==> config.mk <==
export PLATFORM = sky130hd
export DESIGN_NAME = reg_write_dispatch
export DESIGN_NICKNAME = d
export VERILOG_FILES = /design/src/rtl/synth_pkg.sv /design/src/rtl/sync_fifo.sv /design/src/rtl/reg_write_dispatch.sv
export SDC_FILE = /design/constraint.sdc
export NUM_CORES = 1
export LEC_CHECK = 0
export CAP_MARGIN = 20
export CORE_AREA = 2 2 165 135
export CTS_CLUSTER_DIAMETER = 200
export DETAILED_ROUTE_END_ITERATION = 8
export DIE_AREA = 0 0 167 137
export PLACE_DENSITY = 0.71
export SLEW_MARGIN = 20
export SYNTH_ARGS = -nofsm -noshare
export SYNTH_HDL_FRONTEND = slang
export SYNTH_SLANG_ARGS = --single-unit
==> constraint.sdc <==
create_clock -name i_Clock -period 2.9 [get_ports i_Clock]
set_clock_uncertainty 0.15 [all_clocks]
set_input_delay 0.58 -clock i_Clock [delete_from_list [all_inputs] [get_ports i_Clock]]
set_output_delay 0.58 -clock i_Clock [all_outputs]
set_load 0.005 [all_outputs]
==> src/rtl/synth_pkg.sv <==
// Shared register-write field layout, parameter codes and the queued request payload.
package synth_pkg;

    localparam int unsigned REQ_NUMBER_W     = 15;
    localparam int unsigned REQ_DATA_W       = 16;

    localparam int unsigned TABLE_SELECT_BIT = 14;
    localparam int unsigned PARAM_MSB        = 13;
    localparam int unsigned PARAM_LSB        = 8;
    localparam int unsigned VOICE_ADDR_W     = 8;
    localparam int unsigned TABLE_ADDR_W     = 14;

    localparam logic [5:0] PARAM_PHASE_STEP = 6'h00;
    localparam logic [5:0] ALGORITHM        = 6'h01;
    localparam logic [5:0] ATTACK_LEVEL     = 6'h02;
    localparam logic [5:0] SUSTAIN_LEVEL    = 6'h03;
    localparam logic [5:0] ATTACK_RATE      = 6'h04;
    localparam logic [5:0] DECAY_RATE       = 6'h05;
    localparam logic [5:0] RELEASE_RATE     = 6'h06;
    localparam logic [5:0] FEEDBACK_LEVEL   = 6'h07;
    localparam logic [5:0] NOTE_ON0         = 6'h10;
    localparam logic [5:0] NOTE_ON1         = 6'h11;
    localparam logic [5:0] LED_CONFIG       = 6'h12;

    typedef struct packed {
        logic [REQ_NUMBER_W-1:0] number;
        logic [REQ_DATA_W-1:0]   value;
    } write_req_t;

endpackage

==> src/rtl/sync_fifo.sv <==
// Single-clock FIFO with show-ahead read data; a push into a full FIFO is honoured only alongside a pop.
module sync_fifo #(
    parameter int unsigned WIDTH = 31,
    parameter int unsigned DEPTH = 4
) (
    input  logic                     clk,
    input  logic                     rst_n,
    input  logic                     push,
    input  logic                     pop,
    input  logic [WIDTH-1:0]         wdata,
    output logic [WIDTH-1:0]         rdata,
    output logic                     full,
    output logic                     empty,
    output logic [$clog2(DEPTH):0]   count
);

    localparam int unsigned AW = $clog2(DEPTH);
    localparam int unsigned CW = AW + 1;

    logic [WIDTH-1:0] mem [DEPTH];
    logic [AW-1:0]    wr_ptr;
    logic [AW-1:0]    rd_ptr;
    logic             do_push;
    logic             do_pop;

    assign full    = (count == CW'(DEPTH));
    assign empty   = (count == '0);
    assign do_pop  = pop & ~empty;
    assign do_push = push & (~full | do_pop);
    assign rdata   = mem[rd_ptr];

    always_ff @(posedge clk or negedge rst_n) begin
        if (!rst_n) begin
            wr_ptr <= '0;
            rd_ptr <= '0;
            count  <= '0;
        end else begin
            if (do_push) wr_ptr <= wr_ptr + AW'(1);
            if (do_pop)  rd_ptr <= rd_ptr + AW'(1);
            case ({do_push, do_pop})
                2'b10:   count <= count + CW'(1);
                2'b01:   count <= count - CW'(1);
                default: count <= count;
            endcase
        end
    end

    // Storage needs no reset: occupancy is tracked by the pointers and count.
    always_ff @(posedge clk) begin
        if (do_push) mem[wr_ptr] <= wdata;
    end

endmodule

==> src/rtl/reg_write_dispatch.sv <==
// Turns the SPI level write strobe into queued write transactions and dispatches each,
// in order, to a parameter, table or global-register target.
module reg_write_dispatch
    import synth_pkg::*;
#(
    parameter int unsigned NUMBER_WIDTH    = 15,
    parameter int unsigned DATA_WIDTH      = 16,
    parameter int unsigned NUM_PARAMS      = 19,
    parameter int unsigned GLOBAL_BASE     = 32,
    parameter int unsigned NUM_GLOBAL_REGS = 4,
    parameter int unsigned FIFO_DEPTH      = 4
) (
    input  logic                                  i_Clock,
    input  logic                                  i_Reset_n,
    input  logic                                  i_WriteEnable,
    input  logic [NUMBER_WIDTH-1:0]               i_WriteNumber,
    input  logic [DATA_WIDTH-1:0]                 i_WriteValue,
    input  logic                                  i_TableReady,
    input  logic                                  i_ClearErrors,
    output logic [NUM_PARAMS-1:0]                 o_ParamWriteEnable,
    output logic [VOICE_ADDR_W-1:0]               o_ParamWriteAddr,
    output logic                                  o_TableWriteEnable,
    output logic [TABLE_ADDR_W-1:0]               o_TableWriteAddr,
    output logic [DATA_WIDTH-1:0]                 o_WriteData,
    output logic [NUM_GLOBAL_REGS*DATA_WIDTH-1:0] o_GlobalRegs,
    output logic                                  o_Busy,
    output logic                                  o_Overflow,
    output logic                                  o_DecodeError
);

    localparam int unsigned REQ_W = $bits(write_req_t);
    localparam int unsigned CNT_W = $clog2(FIFO_DEPTH) + 1;

    logic                       strobe_hist;
    logic                       new_req;
    write_req_t                 in_req;
    write_req_t                 head;
    logic [REQ_W-1:0]           head_bits;
    logic                       fifo_full;
    logic                       fifo_empty;
    logic [CNT_W-1:0]           fifo_count;
    logic                       pop;

    logic [PARAM_MSB-PARAM_LSB:0] code;
    int unsigned                  code_u;
    logic                         is_table;
    logic                         is_param;
    logic                         is_global;
    logic                         is_bad;

    logic [DATA_WIDTH-1:0]        global_regs [NUM_GLOBAL_REGS];

    // History resets high so a strobe already asserted at reset release is ignored.
    always_ff @(posedge i_Clock or negedge i_Reset_n) begin
        if (!i_Reset_n) strobe_hist <= 1'b1;
        else            strobe_hist <= i_WriteEnable;
    end

    assign new_req       = i_WriteEnable & ~strobe_hist;
    assign in_req.number = i_WriteNumber;
    assign in_req.value  = i_WriteValue;
    assign head          = write_req_t'(head_bits);

    sync_fifo #(
        .WIDTH (REQ_W),
        .DEPTH (FIFO_DEPTH)
    ) u_fifo (
        .clk   (i_Clock),
        .rst_n (i_Reset_n),
        .push  (new_req),
        .pop   (pop),
        .wdata (in_req),
        .rdata (head_bits),
        .full  (fifo_full),
        .empty (fifo_empty),
        .count (fifo_count)
    );

    // A table head waits for the target; everything behind it waits too.
    assign pop    = ~fifo_empty & (~head.number[TABLE_SELECT_BIT] | i_TableReady);
    assign o_Busy = (fifo_count != '0);

    always_comb begin
        code      = head.number[PARAM_MSB:PARAM_LSB];
        code_u    = 32'(code);
        is_table  = head.number[TABLE_SELECT_BIT];
        is_param  = ~is_table && (code_u < NUM_PARAMS);
        is_global = ~is_table && (code_u >= GLOBAL_BASE) &&
                    (code_u < GLOBAL_BASE + NUM_GLOBAL_REGS);
        is_bad    = ~is_table & ~is_param & ~is_global;
    end

    // Dispatch outputs are single-cycle: cleared every edge, set only on a pop.
    always_ff @(posedge i_Clock or negedge i_Reset_n) begin
        if (!i_Reset_n) begin
            o_ParamWriteEnable <= '0;
            o_ParamWriteAddr   <= '0;
            o_TableWriteEnable <= 1'b0;
            o_TableWriteAddr   <= '0;
            o_WriteData        <= '0;
        end else begin
            o_ParamWriteEnable <= '0;
            o_ParamWriteAddr   <= '0;
            o_TableWriteEnable <= 1'b0;
            o_TableWriteAddr   <= '0;
            o_WriteData        <= '0;
            if (pop && is_table) begin
                o_TableWriteEnable <= 1'b1;
                o_TableWriteAddr   <= head.number[TABLE_ADDR_W-1:0];
                o_WriteData        <= head.value;
            end else if (pop && is_param) begin
                o_ParamWriteEnable <= NUM_PARAMS'(1) << code;
                o_ParamWriteAddr   <= head.number[VOICE_ADDR_W-1:0];
                o_WriteData        <= head.value;
            end
        end
    end

    always_ff @(posedge i_Clock or negedge i_Reset_n) begin
        if (!i_Reset_n) begin
            for (int unsigned g = 0; g < NUM_GLOBAL_REGS; g++) global_regs[g] <= '0;
        end else if (pop && is_global) begin
            for (int unsigned g = 0; g < NUM_GLOBAL_REGS; g++) begin
                if (code_u == GLOBAL_BASE + g) global_regs[g] <= head.value;
            end
        end
    end

    always_comb begin
        o_GlobalRegs = '0;
        for (int unsigned g = 0; g < NUM_GLOBAL_REGS; g++) begin
            o_GlobalRegs[g*DATA_WIDTH +: DATA_WIDTH] = global_regs[g];
        end
    end

    // Sticky flags: a new event on the clear cycle keeps the flag set.
    always_ff @(posedge i_Clock or negedge i_Reset_n) begin
        if (!i_Reset_n) begin
            o_Overflow    <= 1'b0;
            o_DecodeError <= 1'b0;
        end else begin
            if (new_req && fifo_full && !pop) o_Overflow <= 1'b1;
            else if (i_ClearErrors)           o_Overflow <= 1'b0;
            if (pop && is_bad)                o_DecodeError <= 1'b1;
            else if (i_ClearErrors)           o_DecodeError <= 1'b0;
        end
    end

endmodule

* Yosys cells after proc, flatten, opt, wreduce, memory -nomap -nowiden *
Memories as Yosys holds them, arrays and structs flattened.
Index checks and enable logic that the tools add are counted.

storage, ports and cells
  memory bits (writable) = 124
  bits of input ports = 36
  register bits = 132
  memories = 1

cells by class
  reductions and logical operators = 19
  shift-type cells = 1
  $lt $le $gt $ge = 3
  bitwise gates (word level) = 14
  muxes and demuxes = 14
  $add $sub $neg = 4
  equality and inequality tests = 7

memory list
  name        words  width  read ports  clocked after memory_dff  write ports  line             RTL
  u_fifo.mem  4      31     1           0                         1            sync_fifo.sv:20  logic [WIDTH-1:0] mem [DEPTH];

operator list
  operator                                                                       count
  19-bit 2-to-1 mux                                                              2
  16-bit 2-to-1 mux                                                              2
  6-bit equality test (second input constant)                                    4
  1-bit by 6-bit left shift with 19-bit output (first input constant)            1
  8-bit 2-to-1 mux                                                               2
  14-bit 2-to-1 mux                                                              1
  1-bit logical AND                                                              9
  2-bit AND reduction                                                            4
  1-bit AND                                                                      6
  6-bit >= comparator (second input constant)                                    1
  6-bit by 5-bit less-than comparator with 1-bit output (second input constant)  1
  6-bit less-than comparator (second input constant)                             1
  1-bit 2-to-1 mux                                                               6
  1-bit inverter                                                                 6
  3-bit one-hot mux with 2 select lines                                          1
  2-bit nonzero test                                                             3
  2-bit by 1-bit adder with 2-bit output (second input constant)                 2
  3-bit by 1-bit adder with 3-bit output (second input constant)                 1
  3-bit equality test (second input constant)                                    1
  3-bit logical NOT                                                              1
  3-bit nonzero test                                                             1
  3-bit by 1-bit subtractor with 3-bit output (second input constant)            1
  2-bit by 1-bit equality test with 1-bit output (second input constant)         1
  2-bit equality test (second input constant)                                    1
  other kinds (2)                                                                3

* Depth between registers and ports, before layout *
Gate-level depths: netlist of run 1.
An unclocked memory read counts as a cell.

  depth after elaboration = 9
  gate-level depth with buffers = 12
  mapped depth without buffers = 10

* Modules after synthesis *
Synthesis of run 1 repeated with hierarchy kept, for this count alone.

second synthesis, totals
  cells, all modules = 495
  area, all modules = 9,517.9 sq um

by module, submodules not included
  module              times used  sequential area each (sq um)  cells each  area each (sq um)
  sync_fifo           1           3,898.7                       201         4,895.9
  reg_write_dispatch  1           3,129.3                       294         4,621.9

* Least setup slack after synthesis of run 1 *
No wires, ideal clock.

  path kind = register to register
  from = reg u_fifo.rd_ptr[0]
  to = reg u_fifo.count[2]
  slack = -200 ps
  library setup time = 79 ps
  arrival = 2,871 ps
  data required time = 2,671 ps
  stages on the path, launching flop included = 12
  cell sequence = dfrtp_1 > buf_2 > mux4_2 > clkbuf_1 > a21oi_1 > clkbuf_1 > ha_1 > inv_1 > fa_1 > xor2_1 > nor2_1 > xor2_1

between the ends
  word-level cells in the longest chain between the ends = 9
  elaborated cells between the ends (all ways) = 11

ends and longest elaborated chain
  element                                                                                       line                      RTL
  start, declared                                                                               sync_fifo.sv:22           logic [AW-1:0] rd_ptr;
  start signal, assigned                                                                        sync_fifo.sv:39           if (do_pop) rd_ptr <= rd_ptr + AW'(1);
  memory 4 x 31 bit *                                                                           --
  1-bit inverter *                                                                              reg_write_dispatch.sv:80  assign pop = ~fifo_empty & (~head.number[TABLE_SELECT_BIT] | i_TableReady);
  1-bit OR *                                                                                    reg_write_dispatch.sv:80
  1-bit AND *                                                                                   reg_write_dispatch.sv:80
  1-bit AND *                                                                                   sync_fifo.sv:28           assign do_pop = pop & ~empty;
  via u_fifo.do_pop                                                                             sync_fifo.sv:24           logic do_pop;
  1-bit OR                                                                                      sync_fifo.sv:29           assign do_push = push & (~full | do_pop);
  1-bit AND                                                                                     sync_fifo.sv:29
  2-bit by 1-bit equality test with 1-bit output / 2-bit equality test (equally long branches)  sync_fifo.sv:40           case ({do_push, do_pop})
  3-bit one-hot mux with 2 select lines / 2-bit nonzero test (equally long branches)            --
  end signal, assigned                                                                          sync_fifo.sv:41           2'b10: count <= count + CW'(1);
  end signal, assigned                                                                          sync_fifo.sv:42           2'b01: count <= count - CW'(1);
  end signal, assigned                                                                          sync_fifo.sv:43           default: count <= count;
  end, declared                                                                                 sync_fifo.sv:14           output logic [$clog2(DEPTH):0] count

The timed path passes the listed nets; every way through them passes the cells marked *.
A chain may end at the register's enable or synchronous reset.

* Worst setup path in the final report of run 1 *
  from = reg u_fifo.rd_ptr[0]
  to = reg global_regs, in the netlist o_GlobalRegs[43]

between the ends
  word-level cells in the longest chain between the ends = 6
  elaborated cells between the ends (all ways) = 11

ends and longest elaborated chain
  element                                                       line                                                RTL
  memory 4 x 31 bit *                                           --
  6-bit >= comparator / 1-bit inverter (equally long branches)  reg_write_dispatch.sv:88, reg_write_dispatch.sv:80
  1-bit logical AND / 1-bit OR (equally long branches)          reg_write_dispatch.sv:88, reg_write_dispatch.sv:80
  1-bit logical AND / 1-bit AND (equally long branches)         reg_write_dispatch.sv:88, reg_write_dispatch.sv:80
  1-bit logical AND                                             reg_write_dispatch.sv:122                           end else if (pop && is_global) begin
  2-bit AND reduction (no source line)                          --
  end signal, assigned by index                                 reg_write_dispatch.sv:124                           if (code_u == GLOBAL_BASE + g) global_regs[g] <= head.value;
  end, declared                                                 reg_write_dispatch.sv:51                            logic [DATA_WIDTH-1:0] global_regs [NUM_GLOBAL_REGS];

Mark *: on every way between the ends. The rest lies on a longest branch, timed or not.

==> impl_metrics.json, run 1 <==
{
  "status": "finished, final reports clean",
  "grt_max_degree": 54,
  "synth-seq-area-share_pct": 74.7,
  "cts.htree.levels": 1,
  "wirelength_um": 20300,
  "cp.arrival_ps": 2970,
  "synth_edf_count": 124,
  "finalSetupViolCount": 0,
  "cellPowerDensity_nw_per_um2": 1010,
  "drc": 0,
  "pre_cts_slack_ps": 88.6,
  "async_flop_share_pct": 51.6,
  "criticalPathCategory": "reg -> reg",
  "final_core_util_pct": 58.6,
  "grt_pass1_wl_um": 31600,
  "worstHoldPathType": "reg -> reg",
  "ys_types": 40,
  "dieWidth_um": 167,
  "initial_core_util_pct": 44.4,
  "holdWs_ps": 348,
  "setup_ws_ps": 180,
  "yosys_warnings": 0,
  "top_level_ports": 161,
  "synth_top_flop_cell": "dfrtp_1",
  "grt_pass1_vias": 5612,
  "max_freq_mhz": 368,
  "gr-total-overflow": 0,
  "regArea_um2": 7030,
  "layout_common_cells": "clkdlybuf4s50_1 (159), dfrtp_1 (129), edfxtp_1 (124)",
  "avgViaCountPerCell": 5.18,
  "nFillCells": 1598,
  "die_y_um": 137,
  "synthCells": 517,
  "min_period_over_period_pct": 93.8,
  "endpoint_kind": "flop",
  "period_needed_ps": 2720,
  "place_congestion": 0.807,
  "fin_setup_tns_ps": 0,
  "routedWlPerCell_um": 20.2,
  "ff2ff_path_depth": 5,
  "vdd_ir_drop_max_mv": 0.448,
  "crit_fanout": 16,
  "dp_hpwl_um": 13900,
  "multiInputGateArea_um2": 2250,
  "port_buffers": 160,
  "maxCapViolCount": 0,
  "final_nets": 749,
  "cts_root_buf": "clkbuf_16",
  "p_leak_uw": 0.00500,
  "syn_nets": 559,
  "cp.required_ps": 3150,
  "tightestPinTransition_ps": 645,
  "whs_path_depth": 1,
  "drt_iter0_drc": 317,
  "grt_usage_pct": 17.9,
  "start_kind": "flop",
  "drt-pass1-iter-count": 4,
  "mostFrequentLayoutCell": "clkdlybuf4s50_1",
  "synth_seq_cells": 256,
  "clock_latency_ps": 520,
  "core_area_um2": 21200,
  "avgSynthCellArea_um2": 18.2,
  "slew_headroom_pct": 57.0,
  "cts_made_buffers": 26,
  "cts_max_path_buffers": 3,
  "area_delta_synth_final_pct": 32.0,
  "r2r_slack_ps": 180,
  "num_vias": 5193,
  "cts_tree": "yes",
  "hold_viol": 0,
  "rsz0062_at_grt": "false",
  "syn_area_um2": 9410,
  "drv_slew": 0,
  "cts_sinks": 256,
  "cts.clk_slew.worst_paths_ps": 60,
  "total_power_uw": 12600,
  "die_area_um2": 22900,
  "drive_gt1_share_pct": 21.9,
  "num_rows": 48,
  "antenna_left": 0,
  "antenna_found_initial": 1
}
## stage by stage
stage / instance area [um^2] / cells
finish: 12400 / 1003
global route: 12400 / 1003
CTS: 12400 / 1002
detailed placement: 11500 / 953
global placement: 11500 / 953
floorplan: 9410 / 517
## worst max-delay path: stages (launching register included)
cell	delay, ps
dfrtp_2	510
mux4_2	660
nand2b_1	290
or3b_1	390
buf_4	230
mux2_1	350
## state kept, by name (all words and copies together) (netlist names)
signal	flops
o_TableWriteAddr	14
strobe_hist	1
u_fifo.rd_ptr	2
o_GlobalRegs	64
u_fifo.wr_ptr	2
o_ParamWriteAddr	8
o_Overflow	1
o_DecodeError	1
o_WriteData	16
o_TableWriteEnable	1
u_fifo.mem	124
u_fifo.count	3
o_ParamWriteEnable	19
## kinds of logic after synthesis
| kind of cell | share of synthesized area [%] |
|---|---|
| multiplexers | 15.5 |
| XOR/XNOR | 0.559 |
| AO/OA/AOI/OAI | 1.32 |
| adder cells (fa/ha/maj) | 0.878 |
| buffers and inverters | 1.52 |
| AND/OR/NAND/NOR | 5.48 |
| flip-flops | 74.7 |
## repair_timing
action / CTS / global route
resized for setup: 0 / 0
hold buffers: 1 / 0
endpoints found under the hold margin: 49 / 0
setup buffers: 0 / 0
## metal layers
layer,vias up,global-route usage (%),wire length (um)
li1,2313,-,-
met1,2715,24.4,8720
met2,135,30.0,9950
met3,30,3.47,1170
met4,0,4.60,446
met5,-,0,0
## power by group
group	switching [uW]	total [uW]	internal [uW]
Combinational	1940	4130	2200
Clock	1330	3340	2010
Sequential	422	5080	4660
## cells in the mapped netlist (all sizes together), types with 2 or more instances
| cell | count | area [um^2] |
|---|---|---|
| mux4 | 31 | 698 |
| nor3b | 9 | 67.6 |
| nand2 | 22 | 82.6 |
| dfrtp | 131 | 3280 |
| nor4 | 6 | 37.5 |
| and2 | 4 | 25.0 |
| or2 | 2 | 12.5 |
| nor3 | 2 | 10.0 |
| clkbuf | 16 | 60.1 |
| nand3 | 3 | 15.0 |
| ha | 5 | 62.6 |
| xnor2 | 3 | 26.3 |
| nor2b | 2 | 12.5 |
| nand4 | 2 | 12.5 |
| mux2 | 66 | 743 |
| nor2 | 19 | 71.3 |
| a21oi | 17 | 85.1 |
| inv | 10 | 37.5 |
| edfxtp | 124 | 3720 |
| and3 | 14 | 87.6 |
| mux2i | 2 | 20.0 |
| nand2b | 4 | 25.0 |
| buf | 8 | 45.0 |
| xor2 | 3 | 26.3 |
## area by class of cell
type | count | share of cell area [%]
antenna | 1 | 0.0202
timing repair buffer | 186 | 15.0
clock inverter | 12 | 0.655
tap | 275 | 2.77
inverter | 10 | 0.302
multi-input combinational | 227 | 18.1
clock buffer | 36 | 6.46
sequential | 256 | 56.6
## final timing paths
| path | start | end |
|---|---|---|
| setup / recovery | u_fifo.rd_ptr[0] | o_GlobalRegs[43] |
| hold / removal | o_GlobalRegs[38] | o_GlobalRegs[38] |
| setup reg to reg | u_fifo.rd_ptr[0] | o_GlobalRegs[43] |
| hold reg to reg | o_GlobalRegs[38] | o_GlobalRegs[38] |
| max in group asynchronous | i_Reset_n | o_ParamWriteEnable[18] |
| min in group asynchronous | i_Reset_n | o_ParamWriteAddr[0] |
Power figures use the tool's default switching activity.
==> run 2, diff against run 1 <==
- SETUP_SLACK_MARGIN: not set -> 0.15
==> impl_metrics.json, run 2 (same netlist as run 1, synthesis figures left out) <==
{
  "status": "finished, final reports clean",
  "num_rows": 48,
  "cts_max_path_buffers": 3,
  "crit_fanout": 16,
  "cp.required_ps": 3150,
  "hold_viol": 0,
  "clock_latency_ps": 520,
  "top_register": "u_fifo.mem",
  "mostFrequentLayoutCell": "clkdlybuf4s50_1",
  "cts_root_buf": "clkbuf_16",
  "start_kind": "flop",
  "drt_iter0_drc": 407,
  "worst-path-buf-inv": 2,
  "tightestPinTransition_ps": 457,
  "drc": 0,
  "cts_tree": "yes",
  "layout_common_cells": "clkdlybuf4s50_1 (159), dfrtp_1 (129), edfxtp_1 (124)",
  "cts_made_buffers": 26,
  "cp_top_family": "multiplexers",
  "antenna_found_initial": 1,
  "drt-pass1-iter-count": 4,
  "final_nets": 756,
  "fin_setup_tns_ps": 0,
  "maxCapViolCount": 0,
  "endpoint_kind": "flop",
  "p_leak_uw": 0.00507,
  "max_freq_mhz": 377,
  "period_needed_ps": 2650,
  "gr-total-overflow": 0,
  "area_delta_synth_final_pct": 33.1,
  "cts.htree.levels": 1,
  "cellPowerDensity_nw_per_um2": 1030,
  "vdd_ir_drop_max_mv": 0.500,
  "cp_slowest_cell": "mux4_2",
  "critPathMaxStageDelay_ps": 580,
  "routedWlPerCell_um": 20.2,
  "worstHoldPathType": "reg -> reg",
  "cpMostUsedCell": "buf_4",
  "dp_hpwl_um": 14100,
  "total_power_uw": 12900,
  "dieWidth_um": 167,
  "drive_gt1_share_pct": 23.3,
  "port_buffers": 160,
  "grt_pass1_vias": 5372,
  "finalSetupViolCount": 0,
  "slew_headroom_pct": 69.6,
  "die_y_um": 137,
  "grt_usage_pct": 17.9,
  "antenna_left": 0,
  "top_level_ports": 161,
  "cts.clk_slew.worst_paths_ps": 60,
  "cp.arrival_ps": 2900,
  "drv_slew": 0,
  "avgViaCountPerCell": 5.16,
  "criticalPathCategory": "reg -> reg",
  "num_vias": 5212,
  "grt_pass1_wl_um": 31300,
  "initial_core_util_pct": 44.4,
  "core_area_um2": 21200,
  "place_congestion": 0.767,
  "path_cells": "buf_4 -> mux4_2 -> nor4b_4 -> or3b_1 -> buf_4 -> mux2_1",
  "rsz0062_at_grt": "false",
  "largest_reg_flops": 124,
  "cts_sinks": 256,
  "grt_max_degree": 59,
  "wirelength_um": 20400,
  "min_period_over_period_pct": 91.5,
  "die_area_um2": 22900
}
## run 2: path summary, 6_finish.rpt
kind	startpoint	endpoint	slack [ps]	cells past startpoint
hold reg to reg	o_GlobalRegs[39]	o_GlobalRegs[39]	340	1
setup / recovery	u_fifo.rd_ptr[0]	o_GlobalRegs[41]	250	6
hold / removal	o_GlobalRegs[39]	o_GlobalRegs[39]	340	1
min in group asynchronous	i_Reset_n	o_GlobalRegs[59]	400	2
max in group asynchronous	i_Reset_n	o_GlobalRegs[24]	1380	3
setup reg to reg	u_fifo.rd_ptr[0]	o_GlobalRegs[41]	250	6
## run 2: repair_timing
item,4_1_cts,5_1_grt
gates resized for setup,1,0
hold buffers,1,0
hold endpoints to repair,38,0
buffers inserted,5,0
setup endpoints to repair,86,0
## run 2: final cells by class
| class | count | area, um^2 |
|---|---|---|
| fillers | 1554 | 8680 |
| clock buffers | 35 | 833 |
| repair buffers | 193 | 1870 |
| inverters | 10 | 37.5 |
| flip-flops and latches | 256 | 7030 |
| clock inverters | 13 | 149 |
| diodes | 1 | 2.50 |
| multi-input cells | 227 | 2260 |
| well taps | 275 | 344 |
## run 2: report_power, final
part           internal, uW  total [uW]  switching, uW
clock network          2300        3670           1370
logic                  2250        4190           1940
registers              4660        5070            412
## run 2: layer usage
layer	track usage [%]	vias to the layer above	part of all wire, %
li1	-	2330	-
met1	25.2	2703	45
met5	0	-	0
met2	28.4	140	47
met3	3.82	39	5.4
met4	5.36	0	2.5
## run 2: per-stage QoR
stage / worst slack, ps / instances / cell area [um^2] / util [%] / hold WS [ps]
CTS: 234 / 1009 / 12500 / 59.0 / 346
global placement: 138 / 955 / 11500 / 54.2 / 323
detailed placement: 30.4 / 955 / 11500 / 54.2 / 332
global route: 171 / 1009 / 12500 / 59.0 / 360
finish: 247 / 1010 / 12500 / 59.1 / 340
floorplan: -16.9 / 517 / 9420 / - / 134
==> patch 1: new RTL, config.mk and constraints of run 1 <==
Put one more register stage on the output `o_Overflow`, without a reset. The value now appears one clock later. The other outputs are not delayed to match.
--- a/src/rtl/reg_write_dispatch.sv
+++ b/src/rtl/reg_write_dispatch.sv
@@ -32,2 +32,4 @@
     localparam int unsigned CNT_W = $clog2(FIFO_DEPTH) + 1;
+
+    logic o_Overflow_s0;
 
@@ -138,7 +140,7 @@
         if (!i_Reset_n) begin
-            o_Overflow    <= 1'b0;
+            o_Overflow_s0 <= 1'b0;
             o_DecodeError <= 1'b0;
         end else begin
-            if (new_req && fifo_full && !pop) o_Overflow <= 1'b1;
-            else if (i_ClearErrors)           o_Overflow <= 1'b0;
+            if (new_req && fifo_full && !pop) o_Overflow_s0 <= 1'b1;
+            else if (i_ClearErrors)           o_Overflow_s0 <= 1'b0;
             if (pop && is_bad)                o_DecodeError <= 1'b1;
@@ -148,2 +150,6 @@
 
+    always_ff @(posedge i_Clock) begin
+        o_Overflow <= o_Overflow_s0;
+    end
+
 endmodule
Formal check against the unedited RTL: same outputs for any inputs over 4 cycles, from zero or initial values and one cycle with i_Reset_n low; that may be too few to reach the edited logic, so the function may still have changed.
==> patch 1 against run 1 <==
Non-clock buffer count up 2; worst setup slack got worse by 51 ps; synthesized area grew 0.21%; design area rose by 0.21%; via count rose by 0.56%; die area unchanged; global-route usage is 0.23 points higher; final cell count is 0.20% higher; highest routed layer unchanged; sequential cell count increased by 1; power up 1.6%; wire length up 0.92%; count of clock-buffer cells in the layout decreased by 5.
==> patch 1: results <==
[outcome]
outcome = finished, final reports clean

[min_path]
hp-start = o_Overflow_s0$_DFFE_PN0P_

[yosys]
synth-compound-area-share_pct = 1.314
yosysSeqAreaShare_pct = 74.77
synth_area_leaders = edfxtp_1 40%, dfrtp_1 35%, mux4_2 7.4%
yosys.area_share.adder_pct = 0.8760
synth_nets = 560
synthDistinctLibCells = 41

[placement]
dpl-instance-area_sq_um = 11500
pre_cts_slack_ps = 165.6
place.gp.congestion = 0.7777

[global_route]
grt_max_degree = 82
grt.met2_usage_pct = 30.16
grt_pass1_wl_mm = 31.74
first_global_vias = 5515
grtUsageTotal_pct = 18.12

[worst_setup_path]
cp-endpoint = o_Busy
crit_start = u_fifo.count[0]$_DFFE_PN0P_
reg2regPathDepth = 6
cp.arrival_ps = 2040
crit_family = buffers and inverters
slowest_stage = clkdlybuf4s50_1
critPathMaxStageDelay_ps = 430

[routing]
drtIter0Drc = 401
via_per_inst = 5.196
routed_wl_mm = 20.47

[layout]
nets = 752

[power_and_ir_drop]
ir_drop_mv = 0.4744
pg_seq_mw = 5.10

[sta]
slew_headroom_pct = 69.25
patch 1: per-layer routing:
layer / part of all wire (%) / vias up
met4: 1.9 / 0
met2: 49 / 161
met3: 6.3 / 35
li1: - / 2322
met5: 0 / -
met1: 42 / 2704
patch 1: final cells by class:
type	instances	area, sq um
clock buffers	31	730.7
clock inverters	17	200.2
inverters	10	37.54
flip-flops and latches	257	7051
fillers	1539	8761
well taps	275	344.1
multi-input cells	227	2252
repair buffers	188	1824
patch 1: cell families after synthesis:
group	after synthesis
flip-flops	257
multiplexers	99
AND/OR/NAND/NOR	94
buffers and inverters	34
AO/OA/AOI/OAI	22
XOR/XNOR	6
adder cells (fa/ha/maj)	6
patch 1: per-stage QoR:
stage | hold WS [ps] | std cells | power, mW
after floorplan | 134.4 | 518 | 7.152
after global placement | 225.4 | 956 | 9.174
after detailed placement | 226.6 | 956 | 9.328
after CTS | 239.1 | 1005 | 12.90
after global routing | 261.7 | 1005 | 13.41
final | 240.2 | 1005 | 12.75
==> patch 2: new RTL, flow settings as in run 1 <==
Without the edit above. Set the package constant `VOICE_ADDR_W` to 7 (it was 8).
--- a/src/rtl/synth_pkg.sv
+++ b/src/rtl/synth_pkg.sv
@@ -9,3 +9,3 @@
     localparam int unsigned PARAM_LSB        = 8;
-    localparam int unsigned VOICE_ADDR_W     = 8;
+    localparam int unsigned VOICE_ADDR_W     = 7;
     localparam int unsigned TABLE_ADDR_W     = 14;
Ports: changed (resized o_ParamWriteAddr); port bits go from 161 to 160. No check against the original RTL was run, so the function may have changed too.
==> patch 2 against run 1 <==
Non-clock buffer count did not move; synthesized area decreased by 0.35%; power fell by 1.2%; design area down 0.80%; sequential cell count down 1; worst setup slack got worse by 25 ps; via count down 1.8%; utilization decreased by 0.47 points; wire length is 1.8% lower; critical path depth is 1 lower; combinational power fell by 1%; critical endpoint is now o_Busy; highest routed layer unchanged.
==> patch 2: results <==
[outcome]
outcome = finished, final reports clean

[yosys]
yosysSeqAreaShare_pct = 74.71
synthDistinctLibCells = 40
synth_edf_count = 124
synth_commonest_cells = 130 x dfrtp_1, 124 x edfxtp_1, 50 x mux2_2
synth_nets = 557
synth_area_leaders = edfxtp_1 40%, dfrtp_1 35%, mux4_2 7.4%
synthArstFlopShare_pct = 51.37
syn-instance-count = 515

[layout]
antennaDiodeCount = 0
largest_reg_flops = 124
top_register = u_fifo.mem
drive_above_1_share_pct = 21.64
nets = 746

[worst_setup_path]
cp.arrival_ps = 2020
critPathMaxStageDelay_ps = 440
slowest_stage = clkdlybuf4s50_1
path_max_fanout = 4

[clock_tree]
worstSkewPairLatency_ps = 510
cts.path.max_buffers = 3
path_clk_slew_ps = 60
ctsResizeCount = 0
cts_root_buf = clkbuf_16
postCtsSetupRepairBufs = 0
htreeDepth = 1
cts_buffers = 25

[routing]
wl_per_cell_microns = 20.01
routed_wl_mm = 19.93
num_vias = 5097
drtIter0Drc = 404
drt_pre_antenna_iters = 4

[power_and_ir_drop]
ir_drop_mv = 0.5395
power_leakage_nw = 4.961

[placement]
dp_hpwl_mm = 13.75
port-buffer-count = 159
placedCellCount = 951
place.gp.congestion = 0.7768

[global_route]
grt_max_degree = 77
first_global_vias = 5235
grt_pass1_wl_mm = 30.77
antenna_found_initial = 0
grtUsageTotal_pct = 17.53

[sta]
slew_headroom_pct = 50.56

[min_path]
hp-class = reg2reg
## patch 2: cell types whose count changed after synthesis
| cell | before | now |
|---|---|---|
| dfrtp_1 | 131 | 130 |
| nor3b_1 | 9 | 8 |
| clkbuf_1 | 16 | 15 |
| buf_1 | 1 | 2 |
## patch 2: logic make-up (layout without fill, tap and decap cells)
logic type | count (synthesis) | in the layout | share of synthesized area (%)
AOI/OAI and AO/OA | 22 | 22 | 1.321
xor gates and xnor gates | 6 | 6 | 0.5607
adders and majority gates | 6 | 6 | 0.8809
buffers and inverters | 34 | 240 | 1.522
DFF | 255 | 255 | 74.71
muxes | 99 | 99 | 15.59
and+or+nand+nor | 93 | 93 | 5.419
## patch 2: metal layers
metal / vias up / global-route usage (%) / share of wire (%)
met2: 164 / 27.41 / 46
met1: 2596 / 25.53 / 46
met5: - / 0 / 0
li1: 2306 / - / -
met3: 31 / 3.181 / 5.3
met4: 0 / 5.029 / 2.5
## patch 2: final timing paths
check	startpoint	endpoint	slack (ps)	cells after the start
max reg2reg	u_fifo.rd_ptr[0]$_DFFE_PN0P_	u_fifo.count[2]$_DFFE_PN0P_	170	8
min	o_Overflow$_DFFE_PN0P_	o_Overflow$_DFFE_PN0P_	340	1
max in group asynchronous	i_Reset_n	o_ParamWriteEnable[16]$_DFF_PN0_	1380	3
min reg2reg	o_Overflow$_DFFE_PN0P_	o_Overflow$_DFFE_PN0P_	340	1
min in group asynchronous	i_Reset_n	o_GlobalRegs[26]$_DFFE_PN0P_	520	2
max	u_fifo.count[0]$_DFFE_PN0P_	o_Busy	150	4
## patch 2: worst max-delay path: cells and delay by family (launching register included)
| kind | cells | cell delay, ps |
|---|---|---|
| buffers and inverters | 3 | 700 |
| DFF | 1 | 420 |
| and+or+nand+nor | 1 | 390 |
## patch 2: cell type report
cell class                 count  area, sq um
clock inverter                12        133.9
fill                        1559         8886
clock buffer                  32        713.2
multi-input combinational    226         2245
inverter                      10        37.54
sequential                   255         7005
tap                          275        344.1
timing repair buffer         186         1836
## patch 2: through the flow
step	hold WS, ps	TNS [ps]	setup slack, ps	area [sq um]
2_1_floorplan	134.4	-112.7	-112.7	9380
3_3_place_gp	328.3	0	241.8	11460
3_5_place_dp	330.3	0	151.0	11460
4_1_cts	347.4	0	144.9	12310
5_1_grt	362.0	0	57.97	12310
6_report	338.2	0	154.4	12310
## patch 2: report_power, final
group / internal, mW / leakage (nW) / switching [mW] / total (mW)
logic: 2.19 / 1.68 / 1.90 / 4.09
registers: 4.64 / 2.87 / 0.404 / 5.04
clock network: 1.99 / 0.420 / 1.28 / 3.27
